[src/rtl/music_track_sequencer.sv]
// Four-track score player: fetches entries from a synchronous score ROM and
// holds each entry's four note codes for its duration in ticks.
module music_track_sequencer #(
  parameter int unsigned ADDR_W   = 8,
  parameter int unsigned TICK_DIV = 1000000,
  parameter bit          LOOP     = 1'b0
) (
  input  logic              clk,
  input  logic              rst_n,
  input  logic              start,
  input  logic              stop,
  input  logic              pause,
  output logic [ADDR_W-1:0] rom_addr,
  input  logic [31:0]       rom_data,
  output logic [5:0]        track0,
  output logic [5:0]        track1,
  output logic [5:0]        track2,
  output logic [5:0]        track3,
  output logic              playing,
  output logic              done,
  output logic              tick
);

  localparam int unsigned TW = $clog2(TICK_DIV);
  localparam logic [TW-1:0] TICK_LAST = TW'(TICK_DIV - 1);

  typedef enum logic [2:0] {
    S_IDLE,
    S_FETCH,
    S_LOAD,
    S_PLAY,
    S_DONE
  } state_t;

  state_t            state_q, state_d;
  logic [ADDR_W-1:0] addr_q, addr_d;
  logic [23:0]       trk_q, trk_d;
  logic [7:0]        dur_q, dur_d;
  logic [TW-1:0]     tick_cnt_q, tick_cnt_d;

  // State and datapath registers.
  always_ff @(posedge clk or negedge rst_n) begin
    if (!rst_n) begin
      state_q    <= S_IDLE;
      addr_q     <= '0;
      trk_q      <= '0;
      dur_q      <= '0;
      tick_cnt_q <= '0;
    end else begin
      state_q    <= state_d;
      addr_q     <= addr_d;
      trk_q      <= trk_d;
      dur_q      <= dur_d;
      tick_cnt_q <= tick_cnt_d;
    end
  end

  // Next-state, datapath updates and the done/tick pulses (stop overrides all).
  always_comb begin
    state_d    = state_q;
    addr_d     = addr_q;
    trk_d      = trk_q;
    dur_d      = dur_q;
    tick_cnt_d = tick_cnt_q;
    done       = 1'b0;
    tick       = 1'b0;
    if (stop) begin
      state_d    = S_IDLE;
      addr_d     = '0;
      trk_d      = '0;
      dur_d      = '0;
      tick_cnt_d = '0;
    end else begin
      case (state_q)
        S_IDLE, S_DONE: begin
          trk_d = '0;
          if (start) begin
            addr_d  = '0;
            state_d = S_FETCH;
          end
        end
        S_FETCH: state_d = S_LOAD;
        S_LOAD: begin
          if (rom_data[31:24] != 8'd0) begin
            trk_d      = rom_data[23:0];
            dur_d      = rom_data[31:24];
            tick_cnt_d = '0;
            addr_d     = addr_q + ADDR_W'(1);
            state_d    = S_PLAY;
          end else if (LOOP) begin
            addr_d  = '0;
            state_d = S_FETCH;
          end else begin
            trk_d   = '0;
            done    = 1'b1;
            state_d = S_DONE;
          end
        end
        S_PLAY: begin
          if (!pause) begin
            if (tick_cnt_q == TICK_LAST) begin
              tick_cnt_d = '0;
              tick       = 1'b1;
              dur_d      = dur_q - 8'd1;
              if (dur_q == 8'd1) begin
                state_d = S_FETCH;
              end
            end else begin
              tick_cnt_d = tick_cnt_q + TW'(1);
            end
          end
        end
        default: state_d = S_IDLE;
      endcase
    end
  end

  assign rom_addr = addr_q;
  assign track0   = trk_q[5:0];
  assign track1   = trk_q[11:6];
  assign track2   = trk_q[17:12];
  assign track3   = trk_q[23:18];
  assign playing  = (state_q == S_FETCH) || (state_q == S_LOAD) || (state_q == S_PLAY);

endmodule

[config.mk]
export PLATFORM = sky130hd
export DESIGN_NAME = music_track_sequencer
export DESIGN_NICKNAME = d
export VERILOG_FILES = /design/src/rtl/music_track_sequencer.sv
export SDC_FILE = /design/constraint.sdc
export NUM_CORES = 1
export LEC_CHECK = 0
export ABC_CLOCK_PERIOD_IN_PS = 2280
export CORE_MARGIN = 2
export CORE_UTILIZATION = 50
export DETAILED_ROUTE_END_ITERATION = 8
export MAX_ROUTING_LAYER = met4
export PLACE_DENSITY = 0.86
export SLEW_MARGIN = 40
export SYNTH_ARGS = -nofsm -noshare
export SYNTH_HDL_FRONTEND = slang
export SYNTH_SLANG_ARGS = --single-unit
[constraint.sdc]
create_clock -name clk -period 2.28 [get_ports clk]
set_input_delay 0.228 -clock clk [delete_from_list [all_inputs] [get_ports clk]]
set_output_delay 0.228 -clock clk [all_outputs]
set_load 0.01 [all_outputs]
==> results.md, run 1 <==
* Mux share of post-synthesis cell area at approximately 1.0%
* R2r endpoint: dur_q[3]$_DFFE_PN0P_
* F_max at roughly 460 MHz
* Hpwl dp at 5.53 mm
* Overall Power at ~2.7 mW
* FF-to-FF setup slack at 0.19 ns
* Adder-cell area share of the yosys netlist at between 1.5 and 2%
* Pins over their slew limit at 0
* Routed len/inst at around 17 um
* Clock Sinks at 63
* Number of global-route vias before repair at 2,997
* Flip-flop and latch count after synthesis at 63
* Final setup margin at roughly 0.13 ns
* Cells after Synth at about 330
* Tcrit/Tclk final at between 90% and 100%
* Distinct cells, synth at 52
* R2r worst-path depth at 7
* Worst rel slew slack at 62.1%
* Final setup vio count at 0
* Seq pwr share at between 40% and 50%
* GP Congestion at 0.928
* Worst-path cell chain: or4b_4 > nor4_4 > nand2_1 > nor2_1 > dlygate4sd2_1
* GRT Util Overall at between 20% and 30%
* H-tree Lvls at 3
* RSZ-0062 raised after global routing: no
* TritonCTS clock tree: done
* Slowest stage delay, CP at between 0.5 and 0.6 ns
* Clk network pwr share at between 40% and 50%
* Crit path time final at ~2.2 ns
* IO Pins at 72
* First-pass GRT wire length at between 10 and 15 mm
* Most frequent cells in the layout: clkdlybuf4s50_1 (68), dfrtp_1 (63), nor2_1 (28)
* Initial Util at 51.0%
* Inserted Clock Buffers at 9
* Setup TNS at 0 ns
* DRC at 0
* Pint at just under 2 mW
* GRT overflow at 0
* Critical Path End: tick
* FF-to-FF Start: tick_cnt_q[15]$_DFFE_PN0P_
* Total number of yosys warnings at 0
* Seq/Total Area, Yosys at approximately half
* Pre-Repair DR Iteration Count at 5
* Worst Max-Slew Pin Slew at around 0.56 ns
* Maximum root-to-sink buffer count at 2
* Worst IR drop on VDD at between 400 and 500 uV
* # placed instances at ~470
* I/O Buffers at between 70 and 80
* Mapped Area at around 0.0032 mm2
* Logic gate share of total power at roughly 15%
* Clock root cell: clkbuf_8
* Largest net degree at the start of global routing at 31
* Leakage at around 1.9 nW
* Avg Vias per Cell at about 6.1
* Syn_nets at between 300 and 400
* Antenna Cells at 0
* Setup slack after placement at 0.0166 ns
* Final Hold Fails at 0
* Routed Wire Length at approximately 8.4 mm
* Synth Flop Type: dfrtp_1
* CP max-delay cell: or4b_4
* Initial drt markers at roughly 200
* Commonest non-fill, non-tap cell in the layout: clkdlybuf4s50_1
* Layout area overhead at 35.8%
* Crit Path Category: flop to primary output
* Synth Area in Simple Gates at a little under a fifth
* Layout cells sized above 1 at roughly an eighth
* Crit path from: tick_cnt_q[15]$_DFFE_PN0P_
* Worst skew pair latency at around 0.35 ns
* Chip width at between 80 and 90 um
* Syn avg cell area at slightly below 10 um2
* Max Cap Viol at 0
* Post-synth EDFFs at 0
* Async S/R FF share, synth at 100%
* ANT nets after route at 0
* Worst hold path class: input port to async pin
* Largest family of logic cells by synthesized area: compound AO/OA/AOI/OAI gates
* Startpoint types: flop
* Total Die Area at 0.00703 mm2
* Crit path DAT at about 1.9 ns
* Rows at 29
* Vias at 2,992
* Final Skew at just over 0.008 ns
* Critical Path End Type: primary output
* NetSw at 0.721 mW
* Post-route insts no fill at between 400 and 500
* Hold Slack at between 0.4 and 0.5 ns
* Post-synthesis compound-gate area fraction at approximately a quarter
* Worst Path Required at approximately 2.1 ns
* Post-layout nets at roughly 450
* Xor/xnor cell area share of the yosys netlist at less than 1%
* Clk pin slew, worst setup/hold paths at ~0.08 ns
* Core area at between 0.006 and 0.007 mm2
* Sw Ratio at a little over a quarter
* Initial antenna violation count at 0
* Crit Path Max Fanout at 2
* Pwr dens at 624 mW/mm2
* Status: completed
* Vert. Die Dim at 83.8 um
[sequential cells by signal, indices dropped and copies added, names as in the netlist]
register / flops
trk_q: 24
state_q: 3
rom_addr: 8
dur_q: 8
tick_cnt_q: 20
[final cells by class]
| cell class | instances | area, um2 |
|---|---|---|
| clock buffer | 9 | 124 |
| clock inverter | 7 | 97.6 |
| timing repair buffer | 95 | 911 |
| sequential | 63 | 1580 |
| inverter | 7 | 26.3 |
| tap | 77 | 96.3 |
| fill | 448 | 1920 |
| multi-input combinational | 234 | 1490 |
[critical path: cells and delay by family, from the launching register on]
family | cells | cell delay (ns)
simple gates | 4 | 0.93
flops | 1 | 0.39
buf+inv | 1 | 0.28
[synth_stat cells, drive strengths merged, types with 2 or more instances]
cell type / count / area share, %
dfrtp: 63 / 49
nor2: 28 / 3.3
a22o: 26 / 7.1
nand2: 25 / 2.9
a21oi: 23 / 3.7
o21ai: 18 / 2.8
a31oi: 14 / 2.7
o31ai: 14 / 3.3
clkbuf: 12 / 1.4
buf: 9 / 1.6
nand3: 9 / 1.4
nor3: 9 / 1.4
inv: 7 / 0.82
and3: 6 / 1.2
nand2b: 5 / 1.2
or3: 5 / 0.98
a41oi: 4 / 1.1
ha: 4 / 1.6
a21o: 3 / 0.71
and4: 3 / 0.82
nand3b: 3 / 0.71
nand4: 3 / 0.59
nor4: 3 / 1.1
a211o: 2 / 0.55
a22oi: 2 / 0.47
and2: 2 / 0.39
mux2: 2 / 0.71
o2111ai: 2 / 0.55
or2: 2 / 0.39
or4b: 2 / 0.75
xor2: 2 / 0.55
[stage by stage]
step           util, %  cell area (um2)
6_report          69.3             4330
4_1_cts           69.2             4320
3_5_place_dp      65.4             4080
5_1_grt           69.3             4330
2_1_floorplan        -             3190
3_3_place_gp      65.4             4080
[kinds of logic after synthesis]
kind of cell	count (synthesis)
flip-flops	63
XOR/XNOR	3
buffers and inverters	28
AND/OR/NAND/NOR	110
adder cells (fa/ha/maj)	4
AO/OA/AOI/OAI	114
multiplexers	3
[what timing repair did]
action                                 4_1_cts  5_1_grt
hold buffers                                 1        0
setup endpoints to repair                    2        1
endpoints found under the hold margin       22        0
resized for setup                            2        1
setup buffers                                1        0
pin swaps                                    1        0
[routing by layer]
metal	wire length (um)	part of all wire (%)	global-route usage, %	vias to the layer above
met1	3590	43	31.9	1416
met5	0	0	-	-
li1	-	-	-	1398
met2	3990	48	40.7	159
met3	608	7.3	5.54	19
met4	163	2.0	7.92	0
[power groups by stage]
stage	Clock, mW	Sequential (mW)	Combinational, mW
floorplan	0	1.22	0.203
global route	1.15	1.22	0.447
detailed placement	0	1.23	0.403
finish	1.08	1.21	0.409
CTS	1.11	1.21	0.408
global placement	0	1.23	0.389
[worst min-delay path by stage]
stage                              endpoint  slack (ns)  cells past startpoint
finish              rom_addr[0]$_DFFE_PN0P_        0.40                      2
global route        rom_addr[1]$_DFFE_PN0P_        0.45                      2
CTS                   trk_q[18]$_DFFE_PN0P_        0.40                      2
detailed placement    trk_q[18]$_DFFE_PN0P_        0.25                      1
global placement    rom_addr[0]$_DFFE_PN0P_        0.25                      1
floorplan              dur_q[0]$_DFFE_PN0P_       -0.07                      0
(Power assumes the default switching activity.)
==> inputs of run 2 (changes only) <==
--- a/config.mk
+++ b/config.mk
@@ -8,7 +8,9 @@
 export ABC_CLOCK_PERIOD_IN_PS = 2280
 export CORE_MARGIN = 2
 export CORE_UTILIZATION = 50
+export CTS_CLUSTER_SIZE = 30
 export DETAILED_ROUTE_END_ITERATION = 8
+export GPL_TIMING_DRIVEN = 0
 export MAX_ROUTING_LAYER = met4
 export PLACE_DENSITY = 0.86
 export SLEW_MARGIN = 40
==> run 2 against run 1 <==
Critical path depth unchanged. Critical endpoint unchanged. Clock skew up 0.0066 ns. Largest power group unchanged. Global-route usage up 0.40 points. Highest routed layer unchanged. Final cell count down 0.20%. Die area unchanged. Clock-buffer cell count up 3. Worst setup slack worse by 0.048 ns. Critical path type unchanged. Core utilization down 0.28 points.
==> results.md, run 2 (synthesized netlist as in run 1, its figures left out) <==
* H-tree Lvls at 3
* Crit Path Category: flop to primary output
* Final Skew at 0.0148 ns
* Layout cells sized above 1 at about an eighth
* Hold wc startpoint: stop
* FF-to-FF Start: tick_cnt_q[15]$_DFFE_PN0P_
* ANT nets after route at 0
* Final Hold Fails at 0
* GRT overflow at 0
* Clock root cell: clkbuf_8
* Slowest stage delay, CP at between 0.4 and 0.5 ns
* Worst Max-Slew Pin Slew at 0.578 ns
* Post-layout nets at 450
* Status: completed
* Max reg flops at 24
* RSZ-0062 raised after global routing: no
* First-pass GRT wire length at 14.1 mm
* GRT Util Overall at 25.5%
* Worst Path Required at 2.05 ns
* Commonest non-fill, non-tap cell in the layout: clkdlybuf4s50_1
* Most frequent cells in the layout: clkdlybuf4s50_1 (67), dfrtp_1 (62), nor2_1 (26), a22o_1 (26), nand2_1 (25)
* Startpoint types: flop
* Final setup vio count at 0
* Leakage at between 1.5 and 2 nW
* Critical Path End Type: primary output
* Crit path from: state_q[2]$_DFFE_PN0P_
* TritonCTS clock tree: done
* Layout area overhead at 35.2%
* Antenna Cells at 0
* Vert. Die Dim at 83.8 um
* F_max at between 400 and 500 MHz
* Crit Path Max Fanout at 9
* Worst rel slew slack at between 60% and 70%
* Total Die Area at about 0.007 mm2
* Worst-path cell chain: nand4bb_1 > buf_2 > or2_2 > nor2_1 > dlygate4sd2_1
* Inserted Clock Buffers at 9
* Setup slack after placement at -0.653 ns
* Clock Sinks at 63
* Clk pin slew, worst setup/hold paths at approximately 0.08 ns
* DRC at 0
* Routed len/inst at 17.1 um
* Tcrit/Tclk final at 96.5%
* Largest registers: trk_q (24), tick_cnt_q (20)
* Routed Wire Length at 8.39 mm
* Initial Util at slightly above 50%
* Worst IR drop on VDD at 481 uV
* Worst hold path class: input port to flop
* Rows at 29
* Pre-Repair DR Iteration Count at 5
* Number of global-route vias before repair at between 3,000 and 4,000
* Crit path time final at ~2.2 ns
* Core area at approximately 0.0062 mm2
* Initial antenna violation count at 0
* I/O Buffers at 70
* Chip width at approximately 84 um
* Pwr dens at roughly 650 mW/mm2
* Max Cap Viol at 0
* Worst skew pair latency at 0.35 ns
* Setup TNS at 0 ns
* Hpwl dp at a little under 6 mm
* Initial drt markers at between 200 and 250
* Largest Register: trk_q
* CP max-delay cell: dfrtp_1
* IO Pins at roughly 70
* Pins over their slew limit at 0
* Crit path DAT at about 2.0 ns
* Final setup margin at approximately 0.079 ns
* Maximum root-to-sink buffer count at 2
* GP Congestion at 0.884
* Vias at ~3,000
* Avg Vias per Cell at a little over 6
* Largest net degree at the start of global routing at 36
## run 2: critical path, delay by kind of cell, from the launching register on
family	cells	cell delay, ns
buffers and inverters	2	0.48
flip-flops	1	0.45
AND/OR/NAND/NOR	3	0.69
## run 2: layout make-up
cell class / instances / area, um2
Clock buffer: 12 / 165
Inverter: 7 / 26.3
Multi-Input combinational cell: 234 / 1520
Timing Repair Buffer: 74 / 741
Fill cell: 479 / 1930
Buffer: 20 / 101
Clock inverter: 4 / 76.3
Sequential cell: 63 / 1580
Tap cell: 77 / 96.3
## run 2: per-stage QoR
| stage | utilization (%) | cells | power, mW | area (um2) | hold WS (ns) |
|---|---|---|---|---|---|
| final | 69.0 | 491 | 2.78 | 4310 | 0.319 |
| after global routing | 69.0 | 491 | 2.89 | 4310 | 0.327 |
| after CTS | 68.5 | 491 | 2.79 | 4280 | 0.312 |
| after detailed placement | 64.1 | 473 | 1.62 | 4000 | 0.214 |
| after global placement | 63.8 | 472 | 1.61 | 3980 | 0.479 |
| after floorplan | - | 325 | 1.42 | 3190 | -0.0676 |
## run 2: metal layers
| layer | wire [um] | up-vias | track usage [%] |
|---|---|---|---|
| met3 | 684 | 14 | 8.80 |
| met4 | 87 | 0 | 6.45 |
| li1 | - | 1401 | - |
| met1 | 3570 | 1470 | 32.4 |
| met2 | 4050 | 129 | 39.7 |
| met5 | 0 | - | - |
## run 2: repair_timing
item / 4_1_cts / 5_1_grt
pin swaps: 1 / 0
hold buffers: 1 / 0
setup buffers: 1 / 1
setup endpoints to repair: 24 / 49
endpoints found under the hold margin: 34 / 0
gates resized for setup: 7 / 12
gates cloned: 0 / 0
## run 2: worst paths after layout
| check | endpoint | slack [ns] | cells after the start |
|---|---|---|---|
| worst min register to register | trk_q[8]$_DFFE_PN0P_ | 0.51 | 1 |
| worst max register to register | dur_q[3]$_DFFE_PN0P_ | 0.12 | 7 |
| min in group asynchronous | trk_q[3]$_DFFE_PN0P_ | 0.38 | 2 |
| worst max-delay path | tick | 0.08 | 5 |
| max in group asynchronous | tick_cnt_q[18]$_DFFE_PN0P_ | 1.36 | 3 |
| worst min-delay path | rom_addr[6]$_DFFE_PN0P_ | 0.32 | 3 |
## run 2: power by group
group | total (mW) | leakage [nW] | internal, mW | switching [mW]
Clock | 1.17 | 0.119 | 0.707 | 0.462
Combinational | 0.413 | 0.891 | 0.194 | 0.218
Sequential | 1.20 | 0.866 | 1.16 | 0.0397
==> inputs of run 3 (changes only) <==
--- a/config.mk
+++ b/config.mk
@@ -12,7 +12,7 @@
 export DETAILED_ROUTE_END_ITERATION = 8
 export GPL_TIMING_DRIVEN = 0
 export MAX_ROUTING_LAYER = met4
-export PLACE_DENSITY = 0.86
+export PLACE_DENSITY = 0.8
 export SLEW_MARGIN = 40
 export SYNTH_ARGS = -nofsm -noshare
 export SYNTH_HDL_FRONTEND = slang
==> run 3 against run 2 <==
Clock skew down 0.0067 ns. First-iteration DRC count increased by 8.6%. Critical path depth up 2. Hold slack improved by 0.012 ns. Combinational power about the same. Global-route usage fell by 1.3 points. Critical path type is now flop to flop. Critical endpoint is now dur_q[5]$_DFFE_PN0P_. Largest power group unchanged.
==> results.md, run 3 (synthesized netlist as in run 1, its figures left out) <==
* Status: completed
* Delay-heaviest family, CP: simple AND/OR/NAND/NOR gates
* Routed len/inst at approximately 17 um
* Largest Register: trk_q
* Chip width at around 84 um
* Worst Path Required at between 2 and 2.5 ns
* Rows at 29
* Max Cap Viol at 0
* Pins over their slew limit at 0
* Routed Wire Length at approximately 8.2 mm
* Core area at between 0.006 and 0.007 mm2
* Seq pwr share at 43.5%
* Layout cells sized above 1 at between 10% and 20%
* Maximum root-to-sink buffer count at 2
* Post-layout util at between 60% and 70%
* DRC at 0
* Worst-path cell chain: or4b_4 > nor4_4 > buf_4 > a21oi_4 > buf_2 > o31ai_2 > o31ai_1
* Pre-Repair DR Iteration Count at 4
* # placed instances at about 470
* Crit Path Category: flop to flop
* Worst rel slew slack at between 50% and 60%
* Layout area overhead at 35.1%
* Tcrit/Tclk final at between 90% and 100%
* Avg Vias per Cell at 5.93
* Initial drt markers at between 200 and 250
* Initial antenna violation count at 0
* Most frequent cells in the layout: clkdlybuf4s50_1 (67), dfrtp_1 (62), nor2_1 (27)
* Hold Slack at approximately 0.33 ns
* Inserted Clock Buffers at 9
* Pwr dens at roughly 640 mW/mm2
* Crit Path Max Fanout at 10
* IO Pins at roughly 70
* CP max-delay cell: or4b_4
* Total Die Area at 0.00703 mm2
* Antenna Cells at 0
* Clk pin slew, worst setup/hold paths at 0.07 ns
* Vias at around 2,900
* Logic gate share of total power at roughly 15%
* Initial Util at slightly above 50%
* First-pass GRT wire length at around 13 mm
* Sw Ratio at between 20 and 25%
* Overall Power at 2.76 mW
* Crit path DAT at 2.41 ns
* Max reg flops at 24
* GRT Util Overall at between 20% and 30%
* I/O Buffers at 70
* ANT nets after route at 0
* GP Congestion at about 0.88
* Largest registers: trk_q (24), tick_cnt_q (20)
* Final Hold Fails at 0
* Vert. Die Dim at between 80 and 90 um
* Leakage at around 1.9 nW
* Worst IR drop on VDD at 387 uV
* Number of global-route vias before repair at ~2,800
* Final setup vio count at 0
* Crit path time final at 2.21 ns
* F_max at roughly 450 MHz
* Final Skew at between 0.008 and 0.009 ns
* Largest net degree at the start of global routing at 36
* Clock Sinks at 63
* Clk network pwr share at between 40% and 50%
* Worst hold path class: input port to flop
* Post-route insts no fill at 490
* Final Cell Area at 0.00430 mm2
* WP buf/inv at 2
* Hpwl dp at 5.61 mm
* TritonCTS clock tree: done
* Startpoint types: flop
* Worst Max-Slew Pin Slew at roughly 0.72 ns
* RSZ-0062 raised after global routing: yes
* Post-placement cell area at 0.00400 mm2
* Critical Path End Type: flop
* Slowest stage delay, CP at ~0.57 ns
* Post-layout nets at 450
* H-tree Lvls at 3
* Commonest non-fill, non-tap cell in the layout: clkdlybuf4s50_1
* NetSw at 0.685 mW
* Worst skew pair latency at 0.34 ns
* Clock root cell: clkbuf_8
* GRT overflow at 0
* Pint at roughly 2.1 mW
run 3: final timing paths:
check,slack (ns),endpoint,depth (start not counted),start
setup / recovery,0.07,dur_q[5]$_DFFE_PN0P_,7,tick_cnt_q[15]$_DFFE_PN0P_
hold / removal,0.33,rom_addr[7]$_DFFE_PN0P_,3,stop
setup reg to reg,0.07,dur_q[5]$_DFFE_PN0P_,7,tick_cnt_q[15]$_DFFE_PN0P_
hold reg to reg,0.50,tick_cnt_q[19]$_DFFE_PN0P_,1,tick_cnt_q[19]$_DFFE_PN0P_
min in group asynchronous,0.36,dur_q[4]$_DFFE_PN0P_,2,rst_n
max in group asynchronous,1.41,tick_cnt_q[10]$_DFFE_PN0P_,3,rst_n
run 3: worst min-delay path, cell delays in order:
cell and delay (ns):
buf_2 0.16, a21o_1 0.18, nor2_1 0.06
run 3: metal layers:
layer,vias up,GRT usage (%),share of wire (%)
li1,1391,-,-
met5,-,-,0
met4,0,7.92,1.6
met3,15,6.82,7.5
met2,106,36.9,46
met1,1394,31.7,45
run 3: repair_timing:
| action | 4_1_cts | 5_1_grt |
|---|---|---|
| buffers inserted | 1 | 0 |
| endpoints found under the setup margin | 26 | 30 |
| hold buffers | 1 | 0 |
| hold endpoints to repair | 28 | 0 |
| resized for setup | 7 | 14 |
| pin swaps | 1 | 0 |
run 3: layout make-up:
class,instances,area [um2]
plain buffers,21,104
clock buffers,11,131
clock inverters,4,95.1
fillers,505,1940
inverters,7,26.3
multi-input cells,234,1540
flip-flops and latches,63,1580
well taps,77,96.3
repair buffers,73,729
run 3: power by group through the flow:
stage                     combinational [mW]  clock [mW]  sequential (mW)
after floorplan                        0.203           0             1.22
after global placement                 0.387           0             1.22
after detailed placement               0.403           0             1.22
after CTS                              0.409        1.17             1.20
after global routing                   0.453        1.21             1.21
final                                  0.415        1.15             1.20
run 3: metrics by stage:
stage	setup WS, ns	TNS [ns]
6_report	0.0653	0
5_1_grt	-0.00461	-0.00461
4_1_cts	-0.0310	-0.0764
3_5_place_dp	-0.706	-16.85
3_3_place_gp	-1.03	-75.38
2_1_floorplan	0.211	0
